==> src/rtl/sr_input_pkg.sv <==
// Shared types and constants for the set/reset input conditioner.
package sr_input_pkg;

  typedef enum logic [1:0] {
    IDLE         = 2'd0,
    PRESS_WAIT   = 2'd1,
    PRESSED      = 2'd2,
    RELEASE_WAIT = 2'd3
  } ch_state_e;

  localparam int SYNC_STAGES         = 2;
  localparam int DEBOUNCE_CYCLES_DEF = 16;

endpackage

==> src/rtl/debounce_channel.sv <==
// One button channel: 2-flop synchronizer, debounce FSM, stable level and pulse request.
// Release debouncing (RELEASE_WAIT) exists only when SR_RELEASE_DEBOUNCE_EN is defined.
module debounce_channel
  import sr_input_pkg::*;
#(
  parameter int DEBOUNCE_CYCLES = DEBOUNCE_CYCLES_DEF
) (
  input  logic clk,
  input  logic rst_n,
  input  logic btn_i,
  output logic stable_o,
  output logic pulse_req_o
);

  localparam int            CW       = $clog2(DEBOUNCE_CYCLES + 1);
  localparam logic [CW-1:0] CNT_LAST = CW'(DEBOUNCE_CYCLES - 1);
  localparam logic [CW-1:0] CNT_ONE  = CW'(1);

  logic [SYNC_STAGES-1:0] sync_q;
  logic                   sync_lvl;
  ch_state_e              state_q, state_d;
  logic [CW-1:0]          cnt_q, cnt_d;
  logic                   stable_q, stable_d;
  logic                   pulse_req;

  always_ff @(posedge clk or negedge rst_n) begin
    if (!rst_n) begin
      sync_q <= '0;
    end else begin
      sync_q <= {sync_q[SYNC_STAGES-2:0], btn_i};
    end
  end

  assign sync_lvl = sync_q[SYNC_STAGES-1];

  always_ff @(posedge clk or negedge rst_n) begin
    if (!rst_n) begin
      state_q  <= IDLE;
      cnt_q    <= '0;
      stable_q <= 1'b0;
    end else begin
      state_q  <= state_d;
      cnt_q    <= cnt_d;
      stable_q <= stable_d;
    end
  end

  always_comb begin
    state_d = state_q;
    cnt_d   = cnt_q;
    case (state_q)
      IDLE: begin
        if (sync_lvl) begin
          state_d = PRESS_WAIT;
          cnt_d   = CNT_ONE;
        end
      end
      PRESS_WAIT: begin
        if (!sync_lvl) begin
          state_d = IDLE;
          cnt_d   = '0;
        end else if (cnt_q == CNT_LAST) begin
          state_d = PRESSED;
          cnt_d   = '0;
        end else begin
          cnt_d = cnt_q + 1'b1;
        end
      end
      PRESSED: begin
`ifdef SR_RELEASE_DEBOUNCE_EN
        if (!sync_lvl) begin
          state_d = RELEASE_WAIT;
          cnt_d   = CNT_ONE;
        end
`else
        if (!sync_lvl) begin
          state_d = IDLE;
          cnt_d   = '0;
        end
`endif
      end
      RELEASE_WAIT: begin
`ifdef SR_RELEASE_DEBOUNCE_EN
        if (sync_lvl) begin
          state_d = PRESSED;
          cnt_d   = '0;
        end else if (cnt_q == CNT_LAST) begin
          state_d = IDLE;
          cnt_d   = '0;
        end else begin
          cnt_d = cnt_q + 1'b1;
        end
`else
        // Unreachable in this build; recover to IDLE.
        state_d = IDLE;
        cnt_d   = '0;
`endif
      end
      default: begin
        state_d = IDLE;
        cnt_d   = '0;
      end
    endcase
  end

  // Pulse request is combinational so the top's register lands on the same edge as stable.
  always_comb begin
    pulse_req = (state_q == PRESS_WAIT) && sync_lvl && (cnt_q == CNT_LAST);
    stable_d  = (state_d == PRESSED) || (state_d == RELEASE_WAIT);
  end

  assign stable_o    = stable_q;
  assign pulse_req_o = pulse_req;

endmodule

==> src/rtl/sr_input_conditioner.sv <==
// Set/reset button front end: two debounce channels plus conflict-suppressed pulse registers.
// Optional release debouncing is enabled with SR_RELEASE_DEBOUNCE_EN.
module sr_input_conditioner
  import sr_input_pkg::*;
#(
  parameter int DEBOUNCE_CYCLES = DEBOUNCE_CYCLES_DEF
) (
  input  logic clk,
  input  logic rst_n,
  input  logic set_btn,
  input  logic reset_btn,
  output logic s_pulse,
  output logic r_pulse,
  output logic set_stable,
  output logic reset_stable
);

  logic set_req, reset_req;
  logic s_pulse_q, s_pulse_d;
  logic r_pulse_q, r_pulse_d;

  debounce_channel #(.DEBOUNCE_CYCLES(DEBOUNCE_CYCLES)) u_set_ch (
    .clk        (clk),
    .rst_n      (rst_n),
    .btn_i      (set_btn),
    .stable_o   (set_stable),
    .pulse_req_o(set_req)
  );

  debounce_channel #(.DEBOUNCE_CYCLES(DEBOUNCE_CYCLES)) u_reset_ch (
    .clk        (clk),
    .rst_n      (rst_n),
    .btn_i      (reset_btn),
    .stable_o   (reset_stable),
    .pulse_req_o(reset_req)
  );

  // Simultaneous requests cancel so the latch never sees S and R together.
  assign s_pulse_d = set_req & ~reset_req;
  assign r_pulse_d = reset_req & ~set_req;

  always_ff @(posedge clk or negedge rst_n) begin
    if (!rst_n) begin
      s_pulse_q <= 1'b0;
      r_pulse_q <= 1'b0;
    end else begin
      s_pulse_q <= s_pulse_d;
      r_pulse_q <= r_pulse_d;
    end
  end

  assign s_pulse = s_pulse_q;
  assign r_pulse = r_pulse_q;

endmodule

==> config.mk <==
export PLATFORM = sky130hd
export DESIGN_NAME = sr_input_conditioner
export DESIGN_NICKNAME = d
export VERILOG_FILES = /design/src/rtl/sr_input_pkg.sv /design/src/rtl/debounce_channel.sv /design/src/rtl/sr_input_conditioner.sv
export SDC_FILE = /design/constraint.sdc
export NUM_CORES = 1
export LEC_CHECK = 0
export CAP_MARGIN = 10
export CORE_MARGIN = 4
export CORE_UTILIZATION = 30
export DETAILED_ROUTE_END_ITERATION = 8
export HOLD_SLACK_MARGIN = 0.06
export PLACE_DENSITY = 0.46
export REMOVE_ABC_BUFFERS = 1
export SETUP_SLACK_MARGIN = 0.05
export SYNTH_ARGS = -nofsm -noshare
export SYNTH_HDL_FRONTEND = slang
export SYNTH_HIERARCHICAL = 1
export SYNTH_SLANG_ARGS = --single-unit
==> constraint.sdc <==
create_clock -name clk -period 2.95 [get_ports clk]
set_input_delay 0.4425 -clock clk [delete_from_list [all_inputs] [get_ports clk]]
set_output_delay 0.4425 -clock clk [all_outputs]
set_load 0.01 [all_outputs]
### After elaboration in Yosys (flattened, before gate mapping)

Index checks and enable logic that the tools add are counted.

* register bits after elaboration: 22
* input bits: 4
* output and inout port bits: 4
* word-level logic and storage cells: 62

* muxes and demuxes: 20
* reductions and logical operators: 10
* add/sub/neg operators: 2
* bitwise operators: 4
* equality and inequality tests: 16

Operator list (count)
* 5-bit 2-to-1 mux: 8
* 5-bit one-hot mux with 4 select lines: 2
* 2-bit == test, second input constant: 8
* 2-bit 2-to-1 mux: 8
* 2-bit one-hot mux with 4 select lines: 2
* 5-bit by 1-bit adder with 5-bit output, second input constant: 2
* 5-bit by 4-bit == test with 1-bit output, second input constant: 2
* 2-bit by 1-bit == test with 1-bit output, second input constant: 2
* 1-bit logical AND: 4
* 2-bit zero test: 2
* 2-bit by 1-bit inequality test with 1-bit output, second input constant: 2
* 2-bit inequality test, second input constant: 2
* 2-bit AND reduction: 2
* 1-bit AND: 2
* 1-bit logical OR: 2
* 1-bit inverter: 2

### Logic depth before layout (Yosys ltp)

* word-level depth: 6
* mapped depth: 4

### By module

Netlist, hierarchy kept.

By module, submodules not included
* debounce_channel: area each 426.7 um^2, times used 2, cells an instance 37
* sr_input_conditioner: area each 65.1 um^2, times used 1, cells an instance 4

### Worst setup path after synthesis

Ideal clock, no wire load.

* path type: register to register
* start: register u_reset_ch.cnt_q[0]
* end: register r_pulse_q, in the netlist r_pulse
* slack: 1.694 ns
* arrival time: 1.136 ns
* buffers on the path: 0
* clock period less this slack: 1.256 ns
* data required time: 2.830 ns
* cell stages (with the launch flop): 5
* cell sequence: dfrtp_1 -> ha_1 -> nand4b_1 -> and2b_2 -> and2b_2

* word-level cells in the longest chain between the ends: 3

RTL lines
* start: declaration: line debounce_channel.sv:22 `logic [CW-1:0] cnt_q, cnt_d;`
* start signal: assignment: line debounce_channel.sv:43 `cnt_q <= cnt_d;`
* 5-bit by 4-bit == test with 1-bit output: line debounce_channel.sv:108 `pulse_req = (state_q == PRESS_WAIT) && sync_lvl && (cnt_q == CNT_LAST);`
* 1-bit logical AND: line debounce_channel.sv:108
* net reset_req: line sr_input_conditioner.sv:18 `logic set_req, reset_req;`
* 1-bit AND: line sr_input_conditioner.sv:40 `assign r_pulse_d = reset_req & ~set_req;`
* net r_pulse_d: line sr_input_conditioner.sv:20 `logic r_pulse_q, r_pulse_d;`
* end signal: assignment: line sr_input_conditioner.sv:48 `r_pulse_q <= r_pulse_d;`
* end: declaration: line sr_input_conditioner.sv:20

The timed path passes the listed nets, and every way through them passes these cells.
A chain may end at the register's enable or synchronous reset.

### Worst setup path in the final report

* start: register u_set_ch.stable_q, in the netlist u_set_ch/stable_o
* end: output port set_stable

RTL lines
* start: declaration: line debounce_channel.sv:23 `logic stable_q, stable_d;`
* start signal: assignment: line debounce_channel.sv:44 `stable_q <= stable_d;`
* end: declaration: line sr_input_conditioner.sv:14 `output logic set_stable,`

No word-level cell between the ends.

==> results.md <==
- Multi-input combinational cell area: 407.9 um2
- Hold path depth: 0
- Fin crit share: 59.72%
- Setup Viol. Count Final: 0
- Clk Latency, worst-skew pair: 0.29 ns
- Final WL: 1496 um
- Gr usage total: 8.574%
- Routability cong.: 0.6855
- Post-synthesis sequential area ratio: 54.50%
- FF-to-FF setup slack: 1.50 ns
- Worst min path class: register to register
- Int Power: 0.3527 mW
- Vias in the first global route: 620
- Drt wl/cell: 12.79 um
- Layout cells sized above 1: 9.302%
- Detailed placement HPWL: 1132 um
- Vias: 608
- ANT nets after route: 0
- CTS buffer count: 3
- Total core area: 0.002829 mm2
- # diodes: 0
- Util after Layout: 36.75%
- Reg area: 500.5 um2
- Synth Instances: 78
- Sw frac: 22.98%
- Synth warn: 6
- Total grt overflow: 0
- Yosys cell types: 25
- Syn Std Cell Area: 918.4 um2
- Combinational group share of total power: 8.3%
- FP Rows: 19
- Layout Nets: 94
- Max-cap violations: 0
- Clock slew at reported path FFs: 0.09 ns
- Worst Setup End Kind: primary output
- Tmin final: 1.762 ns
- Die height: 63.33 um
- Die W: 63.33 um
- CTS tree: done
- Delay-heaviest family, CP: buffers and inverters
- Via density per instance: 5.197
- Achievable frequency: 567.6 MHz
- Slowest-stage cell, CP: clkdlybuf4s50_1
- Area grow syn2layout: 13.22%
- Number of flops mapped to enable cells by yosys: 0
- Max_slew headroom: 43.91%
- CP Max Fanout: 8
- FF+latch count, synth: 20
- Share of power burned in registers: 65.7%
- Port buffer count: 7
- PwrDens: 440.4 mW/mm2
- Hold path endpoint: u_reset_ch/sync_q[1]
- Largest stage delay, worst path: 0.58 ns
- First-pass GRT wire length: 2704 um
- Remaining DRCs: 0
- Synth area leader: dfrtp_1
- Dominant synthesized flop cell: dfrtp_1
- Fill cell count: 289
- Post-CTS sizing: 0
- Worst EP arrival: 1.32 ns
- CP Launch Type: register
- Final Hold Violating Endpoints: 0
- Post-synth top area share: 54.50%
- Initial Util: 32.46%
- Tot Pwr: 0.4579 mW
- Largest net degree at the start of global routing: 21
- Leakage power: 0.4556 nW
- Worst-Margin Slew: 0.8387 ns
- Setup repair bufs after CTS: 0
- Clk sinks: 20
- Dominant cell by count in the synthesized netlist: dfrtp_1
- I/O pin count: 8
- Root buffer cell: clkbuf_4
- Skew final: 0.004518 ns
- Crit Path Class: register to primary output
- CP startpoint: u_set_ch/stable_o
- Worst Path Required: 2.51 ns
- HP Start: u_reset_ch/sync_q[0]
- CP Cell Sequence: clkdlybuf4s50_1
- RSZ-0062 raised after global routing: no
- Top cells by area, synth: dfrtp_1, xor2_1, and2b_2, ha_1, nand2b_1
- Post-CTS Hold Fix Bufs: 0
- Status: complete, no violations
- Sw power: 0.1052 mW
- Hold Slack: 0.3580 ns
- Dpl cell area: 0.001017 mm2
- WP buf/inv: 1
- RR Endpoint: u_set_ch/stable_o
- Clk pwr share: 26.0%
- Clk buf depth: 2
- Worst VDD drop: 226.1 uV
- Final setup TNS: 0 ns
- Fraction of registers with async set/reset: 100.0%
- Drt first-iter violations: 12
- Syn avg cell area: 11.77 um2
- Die area: 0.004011 mm2
- Reg2reg path depth: 4
- DR pass1 iterations: 3
- CTS H-tree lvls: 1
- Reg2reg start: u_set_ch/cnt_q[0]
- Fin. max-slew vios: 0
- Finished Cell Area: 0.001040 mm2
- Antenna violations before repair: 0
area by class of cell:
| type | count | area share (%) |
|---|---|---|
| sequential | 20 | 48.13 |
| tap | 31 | 3.730 |
| clock buffer | 3 | 2.166 |
| timing repair buffer | 7 | 6.739 |
| multi-input combinational | 56 | 39.23 |
power by group through the flow:
stage               combinational (mW)  clock [mW]  sequential (mW)
global placement                0.0381           0            0.306
CTS                             0.0386       0.131            0.301
detailed placement              0.0378           0            0.306
finish                          0.0379       0.119            0.301
floorplan                       0.0247           0            0.302
global route                    0.0439       0.139            0.304
per-stage QoR:
| step | setup WS, ns | cells |
|---|---|---|
| global placement | 1.402 | 114 |
| floorplan | 1.694 | 76 |
| detailed placement | 1.401 | 114 |
| CTS | 1.154 | 117 |
| finish | 1.188 | 117 |
| global route | 1.112 | 117 |
state kept, by name, indices dropped and copies added, names as in the netlist:
name                 cells
s_pulse                  1
u_set_ch/stable_o        1
u_set_ch/state_q         1
u_reset_ch/state_q       1
u_reset_ch/sync_q        2
u_reset_ch/stable_o      1
u_set_ch/cnt_q           5
u_set_ch/sync_q          2
u_reset_ch/cnt_q         5
r_pulse                  1
worst max-delay path by stage:
stage / to / depth (start not counted)
global placement: u_reset_ch/cnt_q[2] / 1
detailed placement: u_reset_ch/cnt_q[0] / 1
floorplan: r_pulse / 4
global route: reset_stable / 1
CTS: set_stable / 1
finish: set_stable / 1
layer usage:
metal  vias up  global-route usage [%]  part of all wire, %
met3         2                   3.375                  4.7
met2         8                   13.17                   43
met4         0                   3.235                  1.3
met1       293                   10.80                   51
met5         -                       0                    0
li1        305                       -                    -
cells by family (layout without fill, tap and decap cells):
kind of cell	count (synthesis)	in the layout	synth area share, %
compound gates	20	20	16.35
xor+xnor	6	6	5.722
fa+ha+maj	2	2	2.724
buf+inv	2	10	1.090
flops	20	20	54.50
simple gates	28	28	19.62
cell usage in the layout (no fill, tap or decap), types with 3 or more instances in the layout:
| master | Yosys | final |
|---|---|---|
| dfrtp_1 | 20 | 20 |
| clkdlybuf4s50_1 | 0 | 7 |
| nand2b_1 | 4 | 4 |
| nand3_1 | 4 | 4 |
| nor2_1 | 4 | 4 |
| a21oi_1 | 4 | 4 |
| xor2_1 | 4 | 4 |
| and2b_2 | 3 | 3 |
| clkbuf_4 | 0 | 3 |
No activity file was read; power rests on OpenSTA's default activity.
